### config.mk
export PLATFORM = sky130hd
export DESIGN_NAME = rom_dl_arbiter
export DESIGN_NICKNAME = d
export VERILOG_FILES = /design/src/rtl/rom_dl_arbiter.sv
export SDC_FILE = /design/constraint.sdc
export NUM_CORES = 1
export LEC_CHECK = 0
export CAP_MARGIN = 20
export CORE_MARGIN = 2
export CORE_UTILIZATION = 52
export DETAILED_ROUTE_END_ITERATION = 10
export GPL_ROUTABILITY_DRIVEN = 0
export PLACE_DENSITY = 0.8
export REMOVE_ABC_BUFFERS = 1
export SETUP_SLACK_MARGIN = 0.15
export SYNTH_ARGS = -nofsm -noshare
export SYNTH_HDL_FRONTEND = slang
export SYNTH_SLANG_ARGS = --single-unit
### constraint.sdc
create_clock -name clk_sys -period 2.5 [get_ports clk_sys]
set_clock_uncertainty 0.1 [all_clocks]
set_input_delay 0.5 -clock clk_sys [delete_from_list [all_inputs] [get_ports clk_sys]]
set_output_delay 0.5 -clock clk_sys [all_outputs]
set_load 0.03 [all_outputs]
### src/rtl/rom_dl_arbiter.sv
// rom_dl_arbiter: owns the single-port ROM/program RAM shared by the ioctl
// download path and the arcade core. Download writes are buffered in a small
// FIFO and always win the RAM; otherwise video and CPU fetches share it, with
// a starvation counter guaranteeing the CPU a slot after STARVE_MAX video wins.
module rom_dl_arbiter #(
    parameter int AW         = 16,
    parameter int DW         = 8,
    parameter int FIFO_DEPTH = 4,
    parameter int STARVE_MAX = 3
) (
    input  logic          clk_sys,
    input  logic          reset,
    input  logic          dn_download,
    input  logic          dn_wr,
    input  logic [AW-1:0] dn_addr,
    input  logic [DW-1:0] dn_data,
    output logic          dn_overflow,
    output logic          dl_done,
    input  logic          cpu_req,
    input  logic [AW-1:0] cpu_addr,
    output logic          cpu_ack,
    output logic [DW-1:0] cpu_data,
    input  logic          vid_req,
    input  logic [AW-1:0] vid_addr,
    output logic          vid_ack,
    output logic [DW-1:0] vid_data,
    output logic [AW-1:0] mem_addr,
    output logic [DW-1:0] mem_din,
    output logic          mem_we,
    input  logic [DW-1:0] mem_dout
);

    localparam int PW = $clog2(FIFO_DEPTH);
    localparam int CW = PW + 1;
    localparam int SW = $clog2(STARVE_MAX + 1);

    typedef enum logic [1:0] {IDLE, WR, RD1, RD2} state_t;

    state_t          state_q, state_d;
    logic            grant_wr, grant_cpu, grant_vid;
    logic            owner_cpu;
    logic [SW-1:0]   starve_q;
    logic            dl_seen_q;

    logic [AW-1:0]   fifo_addr [FIFO_DEPTH];
    logic [DW-1:0]   fifo_data [FIFO_DEPTH];
    logic [PW-1:0]   wr_ptr, rd_ptr;
    logic [CW-1:0]   count;
    logic            fifo_empty, fifo_full, push, pop;

    assign fifo_empty = (count == '0);
    assign fifo_full  = (count == CW'(FIFO_DEPTH));
    assign pop        = grant_wr;
    // A pop in the same cycle frees a slot, so a strobe into a full FIFO is
    // still accepted when a write is being granted.
    assign push       = dn_wr && (!fifo_full || pop);

    // Download is complete once the level falls, the buffer is empty and the
    // final write has left WR.
    assign dl_done = dl_seen_q && !dn_download && fifo_empty && (state_q != WR);

    // FIFO storage; contents are don't-care while the pointers say empty.
    always_ff @(posedge clk_sys) begin
        if (push) begin
            fifo_addr[wr_ptr] <= dn_addr;
            fifo_data[wr_ptr] <= dn_data;
        end
    end

    // FIFO pointers, occupancy, overflow flag and download-seen tracking.
    always_ff @(posedge clk_sys) begin
        if (reset) begin
            wr_ptr      <= '0;
            rd_ptr      <= '0;
            count       <= '0;
            dn_overflow <= 1'b0;
            dl_seen_q   <= 1'b0;
        end else begin
            if (push) wr_ptr <= wr_ptr + PW'(1);
            if (pop)  rd_ptr <= rd_ptr + PW'(1);
            case ({push, pop})
                2'b10:   count <= count + CW'(1);
                2'b01:   count <= count - CW'(1);
                default: count <= count;
            endcase
            if (dn_wr && !push) dn_overflow <= 1'b1;
            if (dn_download)  dl_seen_q <= 1'b1;
            else if (dl_done) dl_seen_q <= 1'b0;
        end
    end

    // Starvation counter: counts video wins while the CPU is waiting.
    always_ff @(posedge clk_sys) begin
        if (reset) begin
            starve_q <= '0;
        end else if (!cpu_req || grant_cpu) begin
            starve_q <= '0;
        end else if (grant_vid && (starve_q != SW'(STARVE_MAX))) begin
            starve_q <= starve_q + SW'(1);
        end
    end

    // State register.
    always_ff @(posedge clk_sys) begin
        if (reset) state_q <= IDLE;
        else       state_q <= state_d;
    end

    // Arbitration and next-state: buffered writes first, then a forced CPU
    // slot, then video, then CPU. Reads wait for the download to finish.
    always_comb begin
        state_d   = state_q;
        grant_wr  = 1'b0;
        grant_cpu = 1'b0;
        grant_vid = 1'b0;
        case (state_q)
            IDLE: begin
                if (!fifo_empty) begin
                    grant_wr = 1'b1;
                    state_d  = WR;
                end else if (!dn_download) begin
                    if (cpu_req && (starve_q == SW'(STARVE_MAX))) grant_cpu = 1'b1;
                    else if (vid_req)                               grant_vid = 1'b1;
                    else if (cpu_req)                               grant_cpu = 1'b1;
                    if (grant_cpu || grant_vid) state_d = RD1;
                end
            end
            WR:      state_d = IDLE;
            RD1:     state_d = RD2;
            RD2:     state_d = IDLE;
            default: state_d = IDLE;
        endcase
    end

    // RAM port registers and read-data return to the owning requester.
    always_ff @(posedge clk_sys) begin
        if (reset) begin
            mem_addr  <= '0;
            mem_din   <= '0;
            mem_we    <= 1'b0;
            owner_cpu <= 1'b0;
            cpu_ack   <= 1'b0;
            vid_ack   <= 1'b0;
            cpu_data  <= '0;
            vid_data  <= '0;
        end else begin
            mem_we  <= grant_wr;
            cpu_ack <= 1'b0;
            vid_ack <= 1'b0;
            if (grant_wr) begin
                mem_addr <= fifo_addr[rd_ptr];
                mem_din  <= fifo_data[rd_ptr];
            end else if (grant_cpu) begin
                mem_addr  <= cpu_addr;
                owner_cpu <= 1'b1;
            end else if (grant_vid) begin
                mem_addr  <= vid_addr;
                owner_cpu <= 1'b0;
            end
            if (state_q == RD2) begin
                if (owner_cpu) begin
                    cpu_data <= mem_dout;
                    cpu_ack  <= 1'b1;
                end else begin
                    vid_data <= mem_dout;
                    vid_ack  <= 1'b1;
                end
            end
        end
    end

endmodule

==> Implementation_results.wiki <==
{| class="wikitable"
! Metric !! Value
|-
| Run status || finished, final reports clean
|-
| Syn_area_per_cell || between 10 and 15 um^2
|-
| Number of distinct library cells after synthesis || 52
|-
| Final hold vios || 0
|-
| Wirelength per Cell || 19.0 um
|-
| Fraction of synthesis flops using an asynchronous set or reset pin || 0
|-
| Die outline width || 114 um
|-
| Setup bufs post-CTS || 0
|-
| Initial DRC count || 323
|-
| Number of enable-type register cells in the synthesized netlist || 96
|-
| Final global-route overflow total || 0
|-
| Number of remaining DRC errors || 0
|-
| TritonCTS clock tree || yes
|-
| Pwr/cell area || approximately 1100 nW/um^2
|-
| Die outline area || 13000 um^2
|-
| Insertion delay to the later sink of the worst-skew pair || around 0.43 ns
|-
| Standard-cell rows || 40
|-
| Worst hold-check path type || reg -> reg
|-
| Non-filler instance count after layout || roughly 740
|-
| Number of warnings printed during yosys synthesis || 0
|-
| Total Negative Setup Slacks || 0 ns
|-
| Worst Setup Path Type || reg -> out
|-
| Synthesis-stage register bit count || 155
|-
| Number of instances in the placed design || 706
|-
| Number of cells traversed by the worst register-to-register path || 7
|-
| Number of buffers created by CTS || 17
|-
| Starting density of the core || 0.530
|-
| Pin count of the biggest net entering global routing || 41
|-
| Vias after detailed routing || 4159
|-
| Number of nets at the end of the flow || 654
|-
| Critical path endpoint category || output pin
|-
| DR vias/cell || 5.64
|-
| Area growth syn-to-layout || 30.9%
|-
| LEAKAGE || 2.94 nW
|-
| Maximum buffer depth of the clock tree || 2
|-
| Max-cap check violation count || 0
|-
| GRT Overall Usage || 0.224
|-
| Final period util || 0.895
|-
| Final min period || about 2.2 ns
|-
| Clock transition at the registers of the reported paths || 0.06 ns
|-
| Cell at the root of the clock tree || sky130_fd_sc_hd__clkbuf_16
|-
| Core area || 11900 um^2
|-
| First drt pass iteration count || 5
|-
| Number of setup violations in the final report || 0
|-
| Sequential-to-total area share from yosys stat || 0.644
|-
| Global-route wire length before repair || 21700 um
|-
| Largest fanout on the critical path || 8
|-
| Setup repair after global routing missed its margin || false
|-
| Wire length reported by the detailed router || around 14000 um
|-
| Maximum vdd ir drop || 0.537 mV
|-
| Number of global-route vias before repair || 4254
|-
| Post-Synthesis Cells || 455
|-
| Initial antenna violation count || 0
|-
| Data required time of the critical path || 1.90 ns
|-
| CTS Sinks || 155
|-
| Count of H-tree levels built during CTS || 4
|-
| Die Y || 114 um
|-
| Area of the mapped netlist || 6310 um^2
|-
| Achievable Freq || 0.447 GHz
|-
| Total count of max-transition violations in the final report || 0
|-
| Startpoint Class || register
|-
| Worst rel slew slack || 0.557
|-
| Cell depth of the worst hold path || 2
|-
| Antenna Violating Nets Remaining || 0
|-
| Data arrival time of the critical path || 1.64 ns
|-
| Transition time at the pin with the least slew margin || 0.664 ns
|-
| Most used flip-flop cell after synthesis || sky130_fd_sc_hd__edfxtp_1
|-
| Layout cell share with drive strength beyond 1 || 0.134
|-
| Post-DP HPWL || ~9500 um
|-
| Antenna cells || 0
|-
| Port-buffer cells || 114
|-
| Top-Level Pins || 115
|}
-- final cells by class --
cell class	count	area (um^2)
clock buffers	19	433
clock inverters	13	199
fillers	786	3650
inverters	9	33.8
multi-input cells	262	2030
flip-flops and latches	155	4070
well taps	147	184
repair buffers	133	1320
-- layer usage --
layer / vias to the layer above / wire length [um] / global-route usage
met5: - / 0 / 0
met2: 129 / 7590 / 0.399
met4: 0 / 333 / 0.0967
met1: 2055 / 5570 / 0.256
li1: 1947 / - / -
met3: 28 / 567 / 0.0582
-- worst max-delay path: stages, from the launching register on --
cell and delay (ns):
sky130_fd_sc_hd__dfxtp_2 0.40, sky130_fd_sc_hd__nor3_2 0.27, sky130_fd_sc_hd__o21ai_0 0.16, sky130_fd_sc_hd__nor3b_1 0.20, sky130_fd_sc_hd__buf_4 0.19
-- final timing paths --
check	startpoint	endpoint	slack, ns
min reg2reg	cpu_data[5]$_SDFFE_PP0P_	cpu_data[5]$_SDFFE_PP0P_	0.35
min	cpu_data[5]$_SDFFE_PP0P_	cpu_data[5]$_SDFFE_PP0P_	0.35
max	count[2]$_SDFFE_PP0P_	dl_done	0.26
max reg2reg	count[1]$_SDFFE_PP0P_	count[2]$_SDFFE_PP0P_	0.32
-- per-stage QoR --
stage          setup WS (ns)  hold slack, ns  total power, mW  area (um^2)   util
2_1_floorplan          0.199           0.333             4.93         6120      -
3_3_place_gp           0.148           0.341             5.90         7620  0.640
3_5_place_dp          0.0296           0.345             5.99         7620  0.640
4_1_cts                0.209           0.353             8.78         8260  0.693
5_1_grt                0.191           0.382             9.07         8260  0.693
6_report               0.263           0.351             8.74         8260  0.693
-- cells in the final DEF (no fill, tap or decap), drive strengths merged, types with 2 or more instances in the layout --
master | netlist | routed
clkdlybuf4s50 | 0 | 113
edfxtp | 96 | 96
nand2 | 61 | 61
dfxtp | 59 | 59
a21oi | 46 | 46
mux4 | 24 | 24
buf | 16 | 20
nand3 | 19 | 19
clkbuf | 13 | 19
o21ai | 17 | 17
nor2 | 17 | 17
nor2b | 16 | 16
a211o | 15 | 15
inv | 9 | 10
clkinv | 0 | 6
ha | 5 | 5
bufinv | 0 | 5
and2 | 4 | 4
mux2i | 4 | 4
nor3 | 4 | 4
xnor2 | 3 | 3
or3 | 2 | 2
nor3b | 2 | 2
and3 | 2 | 2
o211ai | 2 | 2
or2 | 2 | 2
a31oi | 2 | 2
-- cells in the mapped netlist (all sizes together), types with 3 or more instances --
cell | count | share of area
xnor2 | 3 | 0.0042
a21oi | 46 | 0.043
ha | 5 | 0.0099
buf | 16 | 0.023
nor2b | 16 | 0.016
nor2 | 17 | 0.012
mux4 | 24 | 0.095
and2 | 4 | 0.0040
nor3 | 4 | 0.0032
clkbuf | 13 | 0.0077
o21ai | 17 | 0.013
edfxtp | 96 | 0.46
nand2 | 61 | 0.037
a211o | 15 | 0.021
dfxtp | 59 | 0.19
mux2i | 4 | 0.0063
nand3 | 19 | 0.017
inv | 9 | 0.0054
-- report_power, final --
group / switching, mW / internal, mW
Sequential: 0.317 / 3.12
Combinational: 1.41 / 1.13
Clock: 0.997 / 1.76
-- what timing repair did --
item	4_1_cts	5_1_grt
hold buffers	0	0
resized for setup	1	1
endpoints found under the setup margin	1	2
-- flip-flops by register name (all words and copies together), names as in the netlist, 2 cells and up, named ones only --
name,count
mem_din,8
count,3
state_q,2
fifo_data,32
fifo_addr,64
rd_ptr,2
mem_addr,16
starve_q,2
wr_ptr,2
vid_data,8
cpu_data,8
-- kinds of logic after synthesis --
kind of cell,Yosys count,synth area share
flops,155,0.644
simple gates,134,0.105
compound gates,90,0.0952
buf+inv,38,0.0359
mux,28,0.102
fa+ha+maj,6,0.0131
xor+xnor,4,0.00555
Power figures use the tool's default switching activity.
